<file path="src/rtl/vga_pkg.sv">
`default_nettype none
// +----------------------------------------------------------------------------+
// | vga_pkg : 640x480@60 timing defaults, 12-bit colour layout, width helper     |
// | Revision: 1.0                                                              |
// +----------------------------------------------------------------------------+
package vga_pkg;

   localparam int VGA_H_VISIBLE = 640;
   localparam int VGA_H_FRONT   = 16;
   localparam int VGA_H_SYNC    = 96;
   localparam int VGA_H_BACK    = 48;
   localparam int VGA_V_VISIBLE = 480;
   localparam int VGA_V_FRONT   = 10;
   localparam int VGA_V_SYNC    = 2;
   localparam int VGA_V_BACK    = 33;

   localparam int COLOR_W = 12;
   localparam int CH_W    = 4;
   localparam int R_OFS   = 8;
   localparam int G_OFS   = 4;
   localparam int B_OFS   = 0;

   typedef logic [COLOR_W-1:0] color_t;

   localparam color_t COLOR_BLACK = 12'h000;
   localparam color_t COLOR_WHITE = 12'hFFF;

   // Counter width for a range of n values, never narrower than one bit.
   function automatic int bits_for(input int n);
      return (n > 1) ? $clog2(n) : 1;
   endfunction

endpackage
`default_nettype wire

</file>
<file path="src/rtl/vga_timing.sv">
`default_nettype none
// +----------------------------------------------------------------------------+
// | vga_timing : h/v raster counters, active-low sync decode and frame strobes  |
// | Revision: 1.0                                                              |
// +----------------------------------------------------------------------------+
module vga_timing
   import vga_pkg::*;
#(
   parameter int H_VISIBLE = VGA_H_VISIBLE,
   parameter int H_FRONT   = VGA_H_FRONT,
   parameter int H_SYNC    = VGA_H_SYNC,
   parameter int H_BACK    = VGA_H_BACK,
   parameter int V_VISIBLE = VGA_V_VISIBLE,
   parameter int V_FRONT   = VGA_V_FRONT,
   parameter int V_SYNC    = VGA_V_SYNC,
   parameter int V_BACK    = VGA_V_BACK
) (
   input  logic clk,
   input  logic rst,
   output logic h_active,
   output logic v_active,
   output logic hs_n,
   output logic vs_n,
   output logic line_end,
   output logic frame_end,
   output logic frame_origin
);

   localparam int H_TOTAL = H_VISIBLE + H_FRONT + H_SYNC + H_BACK;
   localparam int V_TOTAL = V_VISIBLE + V_FRONT + V_SYNC + V_BACK;
   localparam int HW      = bits_for(H_TOTAL);
   localparam int VW      = bits_for(V_TOTAL);

   localparam logic [HW-1:0] H_LAST   = HW'(H_TOTAL - 1);
   localparam logic [HW-1:0] H_VIS    = HW'(H_VISIBLE);
   localparam logic [HW-1:0] HS_START = HW'(H_VISIBLE + H_FRONT);
   localparam logic [HW-1:0] HS_END   = HW'(H_VISIBLE + H_FRONT + H_SYNC);
   localparam logic [VW-1:0] V_LAST   = VW'(V_TOTAL - 1);
   localparam logic [VW-1:0] V_VIS    = VW'(V_VISIBLE);
   localparam logic [VW-1:0] VS_START = VW'(V_VISIBLE + V_FRONT);
   localparam logic [VW-1:0] VS_END   = VW'(V_VISIBLE + V_FRONT + V_SYNC);

   logic [HW-1:0] h_count;
   logic [VW-1:0] v_count;

   always_ff @(posedge clk) begin
      if (rst) begin
         h_count <= '0;
         v_count <= '0;
      end else if (line_end) begin
         h_count <= '0;
         v_count <= (v_count == V_LAST) ? '0 : v_count + 1'b1;
      end else begin
         h_count <= h_count + 1'b1;
      end
   end

   assign line_end     = (h_count == H_LAST);
   assign frame_end    = line_end && (v_count == V_LAST);
   assign frame_origin = (h_count == '0) && (v_count == '0);
   assign h_active     = (h_count < H_VIS);
   assign v_active     = (v_count < V_VIS);
   assign hs_n         = !((h_count >= HS_START) && (h_count < HS_END));
   assign vs_n         = !((v_count >= VS_START) && (v_count < VS_END));

endmodule
`default_nettype wire

</file>
<file path="src/rtl/vga_tile_display.sv">
`default_nettype none
// +----------------------------------------------------------------------------+
// | vga_tile_display : tiled colour VGA source with a double-buffered palette.  |
// | Optional VGA_GRID_LINES_EN draws white tile borders. Revision: 1.0          |
// +----------------------------------------------------------------------------+
module vga_tile_display
   import vga_pkg::*;
#(
   parameter int H_VISIBLE = VGA_H_VISIBLE,
   parameter int H_FRONT   = VGA_H_FRONT,
   parameter int H_SYNC    = VGA_H_SYNC,
   parameter int H_BACK    = VGA_H_BACK,
   parameter int V_VISIBLE = VGA_V_VISIBLE,
   parameter int V_FRONT   = VGA_V_FRONT,
   parameter int V_SYNC    = VGA_V_SYNC,
   parameter int V_BACK    = VGA_V_BACK,
   parameter int TILES_X   = 4,
   parameter int TILES_Y   = 4
) (
   input  logic                                 clk_25MHz,
   input  logic                                 rst,
   input  logic                                 wr_en,
   input  logic [$clog2(TILES_X*TILES_Y)-1:0]   wr_addr,
   input  logic [11:0]                          wr_data,
   output logic [3:0]                           vga_r,
   output logic [3:0]                           vga_g,
   output logic [3:0]                           vga_b,
   output logic                                 vga_hs,
   output logic                                 vga_vs,
   output logic                                 frame_start
);

   localparam int N_TILES = TILES_X * TILES_Y;
   localparam int AW      = $clog2(N_TILES);
   localparam int TILE_W  = H_VISIBLE / TILES_X;
   localparam int TILE_H  = V_VISIBLE / TILES_Y;
   localparam int PW      = bits_for(TILE_W);
   localparam int LW      = bits_for(TILE_H);
   localparam int CW      = bits_for(TILES_X);
   localparam int RW      = bits_for(TILES_Y);

   localparam logic [PW-1:0] PX_LAST   = PW'(TILE_W - 1);
   localparam logic [LW-1:0] LINE_LAST = LW'(TILE_H - 1);
   localparam logic [CW-1:0] COL_LAST  = CW'(TILES_X - 1);
   localparam logic [RW-1:0] ROW_LAST  = RW'(TILES_Y - 1);
   localparam logic [AW:0]   N_LIMIT   = (AW+1)'(N_TILES);

   logic h_active, v_active, hs_n, vs_n, line_end, frame_end, frame_origin;

   vga_timing #(
      .H_VISIBLE (H_VISIBLE),
      .H_FRONT   (H_FRONT),
      .H_SYNC    (H_SYNC),
      .H_BACK    (H_BACK),
      .V_VISIBLE (V_VISIBLE),
      .V_FRONT   (V_FRONT),
      .V_SYNC    (V_SYNC),
      .V_BACK    (V_BACK)
   ) u_timing (
      .clk          (clk_25MHz),
      .rst          (rst),
      .h_active     (h_active),
      .v_active     (v_active),
      .hs_n         (hs_n),
      .vs_n         (vs_n),
      .line_end     (line_end),
      .frame_end    (frame_end),
      .frame_origin (frame_origin)
   );

   // Tile position tracked incrementally so no divider sits in the pixel path.
   logic [PW-1:0] px_in_tile;
   logic [CW-1:0] tile_col;
   logic [LW-1:0] line_in_tile;
   logic [RW-1:0] tile_row;

   always_ff @(posedge clk_25MHz) begin
      if (rst || line_end) begin
         px_in_tile <= '0;
         tile_col   <= '0;
      end else if (h_active) begin
         if (px_in_tile == PX_LAST) begin
            px_in_tile <= '0;
            tile_col   <= (tile_col == COL_LAST) ? '0 : tile_col + 1'b1;
         end else begin
            px_in_tile <= px_in_tile + 1'b1;
         end
      end
   end

   always_ff @(posedge clk_25MHz) begin
      if (rst || frame_end) begin
         line_in_tile <= '0;
         tile_row     <= '0;
      end else if (line_end && v_active) begin
         if (line_in_tile == LINE_LAST) begin
            line_in_tile <= '0;
            tile_row     <= (tile_row == ROW_LAST) ? '0 : tile_row + 1'b1;
         end else begin
            line_in_tile <= line_in_tile + 1'b1;
         end
      end
   end

   logic [AW-1:0] tile_idx;
   assign tile_idx = AW'(tile_row) * AW'(TILES_X) + AW'(tile_col);

   // The commit copies the pre-write shadow, so a same-cycle write waits a frame.
   color_t shadow_tbl [N_TILES];
   color_t active_tbl [N_TILES];

   always_ff @(posedge clk_25MHz) begin
      if (rst) begin
         shadow_tbl <= '{default: COLOR_BLACK};
         active_tbl <= '{default: COLOR_BLACK};
      end else begin
         if (wr_en && ({1'b0, wr_addr} < N_LIMIT)) begin
            shadow_tbl[wr_addr] <= wr_data;
         end
         if (frame_end) begin
            active_tbl <= shadow_tbl;
         end
      end
   end

   color_t pixel_color;

   always_comb begin
      pixel_color = active_tbl[tile_idx];
`ifdef VGA_GRID_LINES_EN
      if ((px_in_tile == '0) || (line_in_tile == '0)) begin
         pixel_color = COLOR_WHITE;
      end
`endif
   end

   color_t rgb;

   always_ff @(posedge clk_25MHz) begin
      if (rst) begin
         rgb         <= COLOR_BLACK;
         vga_hs      <= 1'b1;
         vga_vs      <= 1'b1;
         frame_start <= 1'b0;
      end else begin
         rgb         <= (h_active && v_active) ? pixel_color : COLOR_BLACK;
         vga_hs      <= hs_n;
         vga_vs      <= vs_n;
         frame_start <= frame_origin;
      end
   end

   assign vga_r = rgb[R_OFS +: CH_W];
   assign vga_g = rgb[G_OFS +: CH_W];
   assign vga_b = rgb[B_OFS +: CH_W];

endmodule
`default_nettype wire

</file>
<file path="config.mk">
export PLATFORM = sky130hd
export DESIGN_NAME = vga_tile_display
export DESIGN_NICKNAME = d
export VERILOG_FILES = /design/src/rtl/vga_pkg.sv /design/src/rtl/vga_timing.sv /design/src/rtl/vga_tile_display.sv
export SDC_FILE = /design/constraint.sdc
export NUM_CORES = 1
export LEC_CHECK = 0
export ABC_CLOCK_PERIOD_IN_PS = 3500
export BUFFER_PORTS_ARGS = -buffer_cell sky130_fd_sc_hd__buf_4
export CELL_PAD_IN_SITES_DETAIL_PLACEMENT = 1
export CELL_PAD_IN_SITES_GLOBAL_PLACEMENT = 1
export CORE_MARGIN = 3
export CORE_UTILIZATION = 52
export DETAILED_ROUTE_END_ITERATION = 12
export HOLD_SLACK_MARGIN = 0.03
export PLACE_DENSITY_LB_ADDON = 0.1
export SYNTH_ARGS = -nofsm -noshare
export SYNTH_HDL_FRONTEND = slang
export SYNTH_SLANG_ARGS = --single-unit
</file>
<file path="constraint.sdc">
create_clock -name clk_25MHz -period 3.5 [get_ports clk_25MHz]
set_clock_uncertainty 0.1 [all_clocks]
set_input_delay 0.175 -clock clk_25MHz [delete_from_list [all_inputs] [get_ports clk_25MHz]]
set_output_delay 0.175 -clock clk_25MHz [all_outputs]
set_load 0.01 [all_outputs]
</file>
==> impl_metrics.ini <==
[worst_setup_path]
r2r_start = u_timing.h_count[4]
crit_cells = 5
worst_path_max_delay_cell = or4_4
r2r_slack_ns = 0.65
r2r_cells = 5
max_stage_delay_ns = 0.88
startpoint_type = flop
crit_start = u_timing.h_count[4]
critical_path_buf_inv_count = 1
crit_family = simple AND/OR/NAND/NOR gates
worstPathArrival_ns = 3.15
cp-end-kind = flop
worstSetupPathType = reg -> reg
cp.required_ns = 3.80
crit_chain = nand4b_1, or4_4, buf_12, o21ai_0, a21oi_1
crit_fanout = 128
timing.rr.end = active_tbl[20]

[clock_tree]
cts_buffer_depth = 3
cts_resized = 0
clk-insertion-delay-late_ns = 0.57
cts-root-buf = clkbuf_16
numCtsBuffers = 46
cts_tree = built
cts_sinks = 438
clk_pin_slew_ns = 0.06
htreeDepth = 2

[route]
drc_errors = 0
drtIter0Drc = 1190
dr_total_vias = 15013
drtPass1Iterations = 7
ant_nets = 0
wl_per_cell_um = 23.0
wl_mm = 55.5
viasPerCell = 6.24

[status]
status = finished clean

[yosys]
synth_top_cells_by_count = 438 x dfxtp_1, 286 x a21oi_1, 221 x nand3_1, 172 x nand2_1, 159 x clkbuf_1
ys.flop_type = dfxtp_1
synth_nets = 2006
synthMostInstantiatedCell = dfxtp_1
ys_ff_latch = 438
synth_warnings = 0
async_flop_share_pct = 0
syn_area_per_cell_um2 = 8.95
synth_edf_count = 0
syn_inst = 1978
yosysUniqueCellTypes = 47
yosys-top-cells-area = dfxtp_1 50%, a21oi_1 8.1%, mux2i_1 7.5%
syn_area_um2 = 17700
netlist.top_cell.by_area = dfxtp_1
synth_top_area_share_pct = 49.5
ys_seq_area_share_pct = 49.5

[timing]
setup_viol = 0
fin_setup_tns_ns = 0
fmax_mhz = 351
relSlewSlack_pct = 23.1
rsz0062_at_grt = false
timing.final.crit_share_pct = 81.4
worst_pin_slew_ns = 1.15
slew_violations = 0
fin_ws_ns = 0.650
final-hold-violation-count = 0
min_period_ns = 2.85

[grt]
antenna_found_initial = 1
grt_pass1_wl_mm = 87.4
grt_util_met1_pct = 40.6
track_usage_pct = 30.3
grt_busiest_layer = met2
grt_overflow = 0
grt_util_met2_pct = 51.1
grt_max_degree = 193
grt_pass1_vias = 15600
met3_usage_pct = 3.77

[layout]
nets = 1955
syn_to_final_growth_pct = 12.9
drive_above_1_share_pct = 11.3
fin_area_um2 = 20000
num-fill-cells = 3759

[power_and_ir_drop]
clockPowerShare_pct = 48.3
switching_power_w = 0.00232
finalPower_w = 0.0104
seqPwrFrac_pct = 48.7
combPwrFrac_pct = 3.0
internal_power_w = 0.00803
power.leakage_nw = 6.57
netSwitchingFraction_pct = 22.4
irDropWorstVdd_mv = 0.328
powerDensity_nw_per_um2 = 518

[place]
gp_congestion = 0.821
placed_area_um2 = 18200
dpl_worst_slack_ns = 0.798
placement.io_buffers = 33
dp_hpwl_mm = 31.0

[die]
fp.dieW_um = 190
initial_core_util_pct = 53.6
core-area_um2 = 33000
num_rows = 66
dieHeight_um = 190
dieArea_um2 = 36300
io_pins = 34

[hold_path]
hold_end = shadow_tbl[80]
hold_path_depth = 2
hp-start = shadow_tbl[80]
holdCritPathClass = reg -> reg

[run]
cap_violations = 0
==> power groups by stage <==
| stage | clock (W) | combinational (W) | sequential (W) |
|---|---|---|---|
| floorplan | 0 | 0.000172 | 0.00515 |
| global placement | 0 | 0.000279 | 0.00515 |
| detailed placement | 0 | 0.000285 | 0.00515 |
| CTS | 0.00506 | 0.000306 | 0.00504 |
| global route | 0.00529 | 0.000331 | 0.00504 |
| finish | 0.00500 | 0.000311 | 0.00504 |
==> repair_timing <==
item | 4_1_cts | 5_1_grt
buffers inserted | 0 | 0
hold endpoints to repair | 220 | 0
hold buffers | 20 | 0
==> cell type report <==
class                   instances  area, um^2  share of cell area [%]
diodes                          1        2.50                  0.0125
clock buffers                  66        1360                    6.79
clock inverters                19         191                   0.958
inverters                      10        37.5                   0.188
multi-input cells            1337        8200                    41.0
flip-flops and latches        438        8770                    43.9
well taps                     442         553                    2.77
repair buffers                 94         876                    4.38
==> sequential cells by signal, summed over array words and instances, names as in the netlist, 7 cells and up <==
signal            flops
px_in_tile            8
active_tbl          192
line_in_tile          7
u_timing.v_count     10
rgb                  12
u_timing.h_count     10
shadow_tbl          192
==> per-stage QoR <==
stage          std cells  utilization (%)  hold slack [ns]
3_5_place_dp        2301             55.2            0.347
2_1_floorplan       1978                -            0.222
5_1_grt             2407             60.5            0.371
4_1_cts             2406             60.5            0.358
6_report            2407             60.5            0.357
3_3_place_gp        2301             55.2            0.342
==> kinds of logic after synthesis <==
| logic type | synth area share (%) |
|---|---|
| compound gates | 15.1 |
| xor+xnor | 0.990 |
| fa+ha+maj | 0.636 |
| buf+inv | 4.43 |
| flops | 49.5 |
| mux | 13.6 |
| simple gates | 15.7 |
==> how the worst max path moves through the flow <==
stage,to
3_3_place_gp,active_tbl[31]
5_1_grt,active_tbl[20]
6_report,active_tbl[20]
2_1_floorplan,u_timing.v_count[7]
4_1_cts,active_tbl[46]
3_5_place_dp,active_tbl[11]
==> routing by layer <==
| metal | wire length (um) | share of wire, % |
|---|---|---|
| met2 | 26700 | 48 |
| met4 | 1770 | 3.2 |
| met5 | 0 | 0 |
| met1 | 24400 | 44 |
| met3 | 2530 | 4.6 |
==> placed cells by master (no fill, tap or decap), types with 7 or more instances in the layout <==
master,synthesis,layout
mux4_2,48,48
a21oi_1,286,286
dfxtp_1,438,435
nand2_1,172,172
nor2_1,144,138
buf_4,0,64
clkbuf_8,0,13
mux2i_1,133,133
clkbuf_16,0,46
clkbuf_1,159,7
buf_12,0,9
o21ai_0,66,66
nand3_1,221,220
dlygate4sd3_1,0,20
ha_1,9,9
nor3_1,7,7
o21ai_1,137,137
nand4_1,10,10
xor2_1,14,14
inv_1,10,10
o22ai_1,12,12
clkinv_2,0,12
==> worst min-delay path, delay by kind of cell, from the launching register on <==
family | cells | cell delay [ns]
AO/OA/AOI/OAI | 1 | 0.05
flip-flops | 1 | 0.31
AND/OR/NAND/NOR | 1 | 0.05
Power figures use the tool's default switching activity.
